===== src/rtl/exp_golomb_pkg.sv =====
// Shared types and constants for the serial Exp-Golomb decoder.
package exp_golomb_pkg;

  // Width of the decoded sum; prefix zeros plus order never exceed MAX_SUM_BITS-1.
  localparam int MAX_SUM_BITS = 32;

  // Count-field widths: order k, prefix zero count z (0..32), remaining suffix bits r.
  localparam int K_W = 3;
  localparam int Z_W = 6;
  localparam int R_W = 6;

  typedef enum logic [1:0] {
    PREFIX = 2'd0,
    SUFFIX = 2'd1,
    SIGN   = 2'd2,
    DONE   = 2'd3
  } state_t;

  // Prefix zero count at which the codeword can no longer fit in MAX_SUM_BITS.
  function automatic logic [Z_W-1:0] overflow_limit(input logic [K_W-1:0] k_i);
    return Z_W'(MAX_SUM_BITS) - Z_W'(k_i);
  endfunction

endpackage


===== src/rtl/exp_golomb_decode.sv =====
// Serial k-th order Exp-Golomb decoder with optional trailing sign bit.
//
// Handshakes: a bit moves when bit_valid && bit_ready at a rising clk edge;
// a result moves when out_valid && out_ready at a rising clk edge. Result
// fields are held constant while out_valid is high and out_ready is low.
module exp_golomb_decode
  import exp_golomb_pkg::*;
(
  input  logic        clk,
  input  logic        reset,
  input  logic [2:0]  k,
  input  logic        is_ac_level,
  input  logic        bit_in,
  input  logic        bit_valid,
  output logic        bit_ready,
  output logic        out_valid,
  input  logic        out_ready,
  output logic [31:0] val,
  output logic        is_minus,
  output logic [31:0] codeword_length,
  output logic        error,
  output state_t      dbg_state
);

  state_t           r_state, w_state_nxt;
  logic [Z_W-1:0]   r_z, w_z_nxt;
  logic [31:0]      r_acc, w_acc_nxt;
  logic [R_W-1:0]   r_r, w_r_nxt;
  logic [K_W-1:0]   r_k, w_k_nxt;
  logic             r_ac, w_ac_nxt;
  logic             r_is_minus, w_is_minus_nxt;
  logic             r_err, w_err_nxt;

  logic             w_accept;
  logic             w_first;
  logic [K_W-1:0]   w_k_eff;
  logic             w_ac_eff;
  logic [Z_W-1:0]   w_z_inc;
  logic [R_W-1:0]   w_r_init;

  // The first bit of a codeword is the one accepted in PREFIX with no zeros
  // counted yet; k and is_ac_level are taken live for that bit only.
  assign w_accept = bit_valid && bit_ready;
  assign w_first  = (r_state == PREFIX) && (r_z == '0);
  assign w_k_eff  = w_first ? k : r_k;
  assign w_ac_eff = w_first ? is_ac_level : r_ac;
  assign w_z_inc  = r_z + Z_W'(1);
  assign w_r_init = R_W'(r_z) + R_W'(w_k_eff);

  // State and datapath registers with synchronous reset.
  always_ff @(posedge clk) begin
    if (reset) begin
      r_state    <= PREFIX;
      r_z        <= '0;
      r_acc      <= '0;
      r_r        <= '0;
      r_k        <= '0;
      r_ac       <= 1'b0;
      r_is_minus <= 1'b0;
      r_err      <= 1'b0;
    end else begin
      r_state    <= w_state_nxt;
      r_z        <= w_z_nxt;
      r_acc      <= w_acc_nxt;
      r_r        <= w_r_nxt;
      r_k        <= w_k_nxt;
      r_ac       <= w_ac_nxt;
      r_is_minus <= w_is_minus_nxt;
      r_err      <= w_err_nxt;
    end
  end

  // Next-state and datapath update; every field holds unless a transfer happens.
  always_comb begin
    w_state_nxt    = r_state;
    w_z_nxt        = r_z;
    w_acc_nxt      = r_acc;
    w_r_nxt        = r_r;
    w_k_nxt        = r_k;
    w_ac_nxt       = r_ac;
    w_is_minus_nxt = r_is_minus;
    w_err_nxt      = r_err;
    case (r_state)
      PREFIX: begin
        if (w_accept) begin
          w_k_nxt  = w_k_eff;
          w_ac_nxt = w_ac_eff;
          if (!bit_in) begin
            w_z_nxt = w_z_inc;
            // Too many leading zeros: report an error result of z bits.
            if (w_z_inc == overflow_limit(w_k_eff)) begin
              w_state_nxt = DONE;
              w_err_nxt   = 1'b1;
            end
          end else begin
            w_acc_nxt = 32'd1;
            w_r_nxt   = w_r_init;
            if (w_r_init != '0)  w_state_nxt = SUFFIX;
            else if (w_ac_eff)   w_state_nxt = SIGN;
            else                 w_state_nxt = DONE;
          end
        end
      end
      SUFFIX: begin
        if (w_accept) begin
          w_acc_nxt = {r_acc[30:0], bit_in};
          w_r_nxt   = r_r - R_W'(1);
          if (r_r == R_W'(1)) w_state_nxt = r_ac ? SIGN : DONE;
        end
      end
      SIGN: begin
        if (w_accept) begin
          w_is_minus_nxt = bit_in;
          w_state_nxt    = DONE;
        end
      end
      DONE: begin
        if (out_ready) begin
          w_state_nxt    = PREFIX;
          w_z_nxt        = '0;
          w_acc_nxt      = '0;
          w_r_nxt        = '0;
          w_is_minus_nxt = 1'b0;
          w_err_nxt      = 1'b0;
        end
      end
      default: w_state_nxt = PREFIX;
    endcase
  end

  // Result fields are derived from held registers, so they stay stable in DONE.
  always_comb begin
    bit_ready       = (r_state != DONE);
    out_valid       = (r_state == DONE);
    val             = '0;
    is_minus        = 1'b0;
    codeword_length = '0;
    error           = 1'b0;
    if (r_state == DONE) begin
      error    = r_err;
      is_minus = r_is_minus;
      if (r_err) begin
        codeword_length = 32'(r_z);
      end else begin
        val             = r_acc - (32'd1 << r_k);
        codeword_length = (32'(r_z) << 1) + 32'(r_k) + 32'd1 + 32'(r_ac);
      end
    end
  end

  assign dbg_state = r_state;

endmodule


===== config.mk =====
export PLATFORM = sky130hd
export DESIGN_NAME = exp_golomb_decode
export DESIGN_NICKNAME = d
export VERILOG_FILES = /design/src/rtl/exp_golomb_pkg.sv /design/src/rtl/exp_golomb_decode.sv
export SDC_FILE = /design/constraint.sdc
export NUM_CORES = 1
export LEC_CHECK = 0
export BUFFER_PORTS_ARGS = -buffer_cell sky130_fd_sc_hd__buf_2
export CAP_MARGIN = 10
export CORE_MARGIN = 2
export CORE_UTILIZATION = 57
export CTS_CLUSTER_DIAMETER = 80
export DETAILED_ROUTE_END_ITERATION = 8
export PLACE_DENSITY = 0.93
export SLEW_MARGIN = 40
export SYNTH_ARGS = -nofsm -noshare
export SYNTH_HDL_FRONTEND = slang
export SYNTH_SLANG_ARGS = --single-unit

===== constraint.sdc =====
create_clock -name clk -period 5.76 [get_ports clk]
set_input_delay 1.152 -clock clk [delete_from_list [all_inputs] [get_ports clk]]
set_output_delay 1.152 -clock clk [all_outputs]
set_load 0.03 [all_outputs]

# [Word-level counts from Yosys, hierarchy flattened]
# Index checks and enable logic that the tools add are counted.
[word_totals] ff_bits=52 out_inout_bits=70
[op_classes] reduce_logical=14 mux=39 n_eq_ne=15 addsub=8 shift=1
[op_table] operator="32-bit two-way mux" count=6
[op_table] operator="32-bit case mux with 3 select lines" count=1
[op_table] operator="6-bit two-way mux" count=6
[op_table] operator="1-bit by 3-bit << shifter with 32-bit output (first input constant)" count=1
[op_table] operator="32-bit subtractor" count=1
[op_table] operator="10-bit two-way mux" count=2
[op_table] operator="6-bit case mux with 3 select lines" count=1
[op_table] operator="2-bit two-way mux" count=8
[op_table] operator="2-bit inequality test (second input constant)" count=7
[op_table] operator="6-bit case mux with 2 select lines" count=1
[op_table] operator="9-bit by 1-bit adder with 10-bit output" count=1
[op_table] operator="1-bit two-way mux" count=10
[op_table] operator="5-bit AND reduction" count=2
[op_table] operator="8-bit by 1-bit adder with 9-bit output (second input constant)" count=1
[op_table] operator="7-bit by 3-bit adder with 8-bit output" count=1
[op_table] operator="2-bit case mux with 4 select lines" count=1
[op_table] operator="6-bit by 1-bit adder with 6-bit output (second input constant)" count=1
[op_table] operator="6-bit by 3-bit adder with 6-bit output" count=1
[op_table] operator="6-bit by 1-bit == test with 1-bit output (second input constant)" count=1
[op_table] operator="6-bit == test" count=1
[op_table] operator="6-bit logical NOT" count=1
[op_table] operator="6-bit AND reduction" count=1
[op_table] operator="6-bit nonzero test" count=1
[op_table] operator="6-bit by 1-bit subtractor with 6-bit output (second input constant)" count=1
[op_table] operator="14 further kinds" count=19

# [Longest topological paths before layout]
[depth] ltp_word=9 depth_mapped=15 mapped_depth_nobuf=15

# [Worst setup path after synthesis]
# OpenSTA, ideal clock, no wires.
[synth_path] kind="reg2out" start="reg r_k[2]" end="out val[6]" required_time_ps=4608 stages_incl_launch_ff=9 arrival_ps=3281 setup_slack_ps=1327 n_path_buf=1 cell_sequence="dfxtp_1 > clkbuf_1 > or3_1 > ha_1 > nor2b_1 > o21a_1 > o21ai_1 > a21oi_1 > a2111oi_0"
[synth_between] elab_chain_len=4
[synth_rtl] element="from (decl)" line_no="exp_golomb_decode.sv:29" text="logic [K_W-1:0] r_k, w_k_nxt;"
[synth_rtl] element="from (signal assigned)" line_no="exp_golomb_decode.sv:66" text="r_k <= w_k_nxt;"
[synth_rtl] element="1-bit by 3-bit << shifter with 32-bit output" line_no="exp_golomb_decode.sv:145" text="val = r_acc - (32'd1 << r_k);"
[synth_rtl] element="32-bit subtractor" line_no="exp_golomb_decode.sv:145"
[synth_rtl] element="32-bit two-way mux" line_no="exp_golomb_decode.sv:142" text="if (r_err) begin"
[synth_rtl] element="32-bit two-way mux" line_no="exp_golomb_decode.sv:139" text="if (r_state == DONE) begin"
[synth_rtl] element="to (decl)" line_no="exp_golomb_decode.sv:18" text="output logic [31:0] val,"
# No other way between the ends.

# [Worst setup path after layout]
[layout_path] start="reg r_k[2]" end="out val[31]"
# The elaborated chain is that of the path after synthesis.

==> results.py <==
metrics = {
    "worst_setup_path": {
        "crit_arrival_ns": 3.52,
        "critical_path.cell_chain": "nand3_1 -> ha_1 -> or4_1 -> or3_1 -> a21o_1 -> or3_4 -> or4_1 -> a21oi_1 -> buf_2",
        "slowest_stage": "dfxtp_1",
        "cpPeakStageDelay_ns": 0.51,
        "required_ns": 4.61,
        "start_kind": "flop",
        "critPathBufInv": 1,
        "crit_fanout": 11,
        "path_common_cell": "or4_1",
        "crit_family": "simple AND/OR/NAND/NOR gates",
        "crit_path_end_kind": "primary output",
        "crit_type": "reg -> out",
    },
    "clock_tree": {
        "ctsResizeCount": 0,
        "numClockSinks": 52,
        "postCtsHoldBufs": 0,
        "clockBufferDepth": 2,
        "clockRootBuffer": "clkbuf_8",
        "postCtsSetupBuffers": 0,
        "h-tree-depth": 2,
        "cts_tree": "done",
        "clk_latency_ns": 0.33,
        "numCtsBuffers": 5,
        "clk_pin_slew_ns": 0.11,
    },
    "global_route": {
        "grt_use_total_pct": 25.8,
        "grt_pass1_vias": 3876,
        "grt_max_degree": 53,
        "antenna_found_initial": 0,
        "grt_first_pass_wirelength_um": 17900,
        "grt-ovfl-total": 0,
    },
    "timing": {
        "fin_crit_sh_pct": 81.2,
        "rsz0062_at_grt": "false",
        "maxSlewHeadroom_pct": 57.6,
        "skew_ns": 0.0113,
        "final_max_slew_viol_count": 0,
        "fin_setup_tns_ns": 0,
        "hold_viol_final": 0,
        "worst_hold_slack_ns": 0.489,
        "setup_viol": 0,
        "clock.fmax_ghz": 0.214,
        "tightest_slew_ns": 0.637,
        "layout_min_cycle_time_ns": 4.67,
    },
    "routing": {
        "vias": 4386,
        "drt_wl_total_um": 10700,
        "drc": 0,
        "first_pass_iters": 5,
        "route.antenna.remaining_nets": 0,
        "drt-initial-drc-count": 313,
        "wire_per_inst_um": 14.8,
        "viasPerCell": 6.11,
    },
    "min_path": {
        "hp-class": "reg -> reg",
    },
    "pwr": {
        "combPwrFrac_pct": 65.5,
        "p_sw_mw": 1.01,
        "cellLeakagePower_nw": 1.93,
        "p_seq_share_pct": 22.7,
        "p_int_mw": 0.950,
        "power_density_mw_per_mm2": 430,
        "peakVddDrop_uv": 389,
        "swShare_pct": 51.4,
        "pwr-share-clk_pct": 11.7,
    },
    "synthesis": {
        "synth_top_area_cell": "dfxtp_1",
        "netlist_instances": 592,
        "yosysTopAreaCellShare_pct": 24.4,
        "ys_top_cells_by_area": "dfxtp_1 (24%), a21oi_1 (7.8%), ha_1 (7.3%)",
        "yosysWarnings": 0,
        "syn_avg_cell_area_um2": 7.19,
        "ys.flop_type": "dfxtp_1",
        "synthArstFlopShare_pct": 0,
        "yosysUniqueCellTypes": 55,
        "yosysSeqAreaShare_pct": 24.4,
        "synth_edf_count": 0,
        "synth_area_mm2": 0.00426,
        "synth_seq_cells": 52,
    },
    "die": {
        "die_w_um": 90.4,
        "die_h_um": 90.4,
        "fp.coreArea_mm2": 0.00725,
        "num_rows": 31,
        "top_level_ports": 79,
        "initial_core_util_pct": 58.7,
        "dieArea_mm2": 0.00818,
    },
    "layout": {
        "final_cell_area_mm2": 0.00455,
        "n_antenna_cell": 0,
        "n_fill_cell": 647,
        "drive_gt1_share_pct": 13.4,
        "layout.nets": 655,
        "area_growth_syn_to_layout_pct": 6.79,
    },
    "status": {
        "outcome": "complete, no violations",
    },
    "placed_design": {
        "place_congestion": 0.926,
        "portBuffers": 54,
        "dp.final_hpwl_um": 7710,
        "place_area_mm2": 0.00445,
    },
    "job": {
        "drv_cap": 0,
    },
}
worst min-delay path: cells and delay by family (launching register included):
family | cells | cell delay (ns)
flops | 1 | 0.35
simple gates | 1 | 0.06
compound gates | 1 | 0.05
kinds of logic after synthesis:
kind of cell             Yosys count  share of synthesized area [%]
AO/OA/AOI/OAI                    148                           20.8
XOR/XNOR                          21                           4.32
multiplexers                      10                           2.41
buffers and inverters             83                           9.61
other                              1                         0.0880
adder cells (fa/ha/maj)           28                           8.75
flip-flops                        52                           24.4
AND/OR/NAND/NOR                  249                           29.6
path summary, 6_finish.rpt:
path | from | to | slack (ns) | depth (start not counted)
max | r_k[2]$_SDFFE_PP0P_ | val[31] | 1.09 | 9
min reg2reg | r_acc[4]$_SDFFE_PP0P_ | r_acc[4]$_SDFFE_PP0P_ | 0.49 | 2
min | r_acc[4]$_SDFFE_PP0P_ | r_acc[4]$_SDFFE_PP0P_ | 0.49 | 2
max reg2reg | dbg_state[0]$_SDFFE_PP0P_ | dbg_state[1]$_SDFFE_PP0P_ | 1.88 | 13
synth_stat cells, types with 2 or more instances:
cell	count
nor2_1	52
or4_4	3
o21ai_0	28
xor2_1	8
a211oi_1	7
o2111ai_1	3
dfxtp_1	52
and3_1	2
nor3_1	17
or4_1	8
o41ai_1	2
clkbuf_1	35
and2_1	6
o31ai_1	6
inv_1	21
or2_2	7
a31oi_1	7
nor4_1	9
o211ai_1	4
mux2_2	2
nand3_1	45
buf_1	2
o21a_1	3
or3_1	21
mux2i_1	8
o22ai_1	2
xnor2_1	13
a221oi_1	3
buf_4	24
nand2b_1	7
or2_1	4
a21o_1	6
a21oi_1	66
fa_1	3
ha_1	25
a22oi_1	2
nor2b_1	9
nand2_1	53
flip-flops by register name, summed over array words and instances (netlist names):
name        count
r_acc          32
r_is_minus      1
r_ac            1
dbg_state       2
r_err           1
r_k             3
r_z             6
r_r             6
stage by stage:
stage	setup WS [ns]	power, mW	std cells	util [%]
final	1.09	1.96	718	62.7
after global routing	0.831	2.11	718	62.7
after CTS	1.09	1.94	718	62.7
after detailed placement	1.46	1.70	710	61.4
after global placement	1.53	1.66	710	61.3
after floorplan	1.33	1.46	615	-
cell usage in the layout (no fill, tap or decap), drive strengths merged, types with 4 or more instances in the layout:
cell type  instances
a21oi             66
nor4               9
o211ai             4
and2               6
dfxtp             52
a21o               6
nor2              52
a31oi              7
or2               11
ha                25
nand2             53
buf               58
or3               22
xnor2             13
nand2b             7
o21ai             29
o31ai              6
nor2b              9
a211oi             7
nor3              17
mux2i              8
conb              24
inv               22
xor2               8
clkbuf             5
nand3             45
or4               11
routing by layer:
metal	global-route usage, %	vias to the layer above	wire length [um]
met5	0	-	0
met3	4.51	21	929
met2	43.5	237	5040
met4	7.69	0	146
li1	-	2112	-
met1	33.7	2016	4540
power by group through the flow:
stage          Clock, mW  Sequential (mW)  Combinational [mW]
2_1_floorplan          0            0.446                1.01
3_3_place_gp           0            0.448                1.22
3_5_place_dp           0            0.451                1.25
4_1_cts            0.233            0.443                1.26
5_1_grt            0.248            0.453                1.41
6_report           0.230            0.444                1.28
final cells by class:
cell class              count  area [um^2]  share of cell area (%)
clock buffers               5         68.8                    1.51
clock inverters             3         26.3                   0.578
inverters                  21         78.8                    1.73
multi-input cells         480         2910                    63.9
flip-flops and latches     52         1040                    22.9
well taps                  99          124                    2.72
repair buffers             58          303                    6.66
Note: power is estimated with default switching activity, not from simulation.
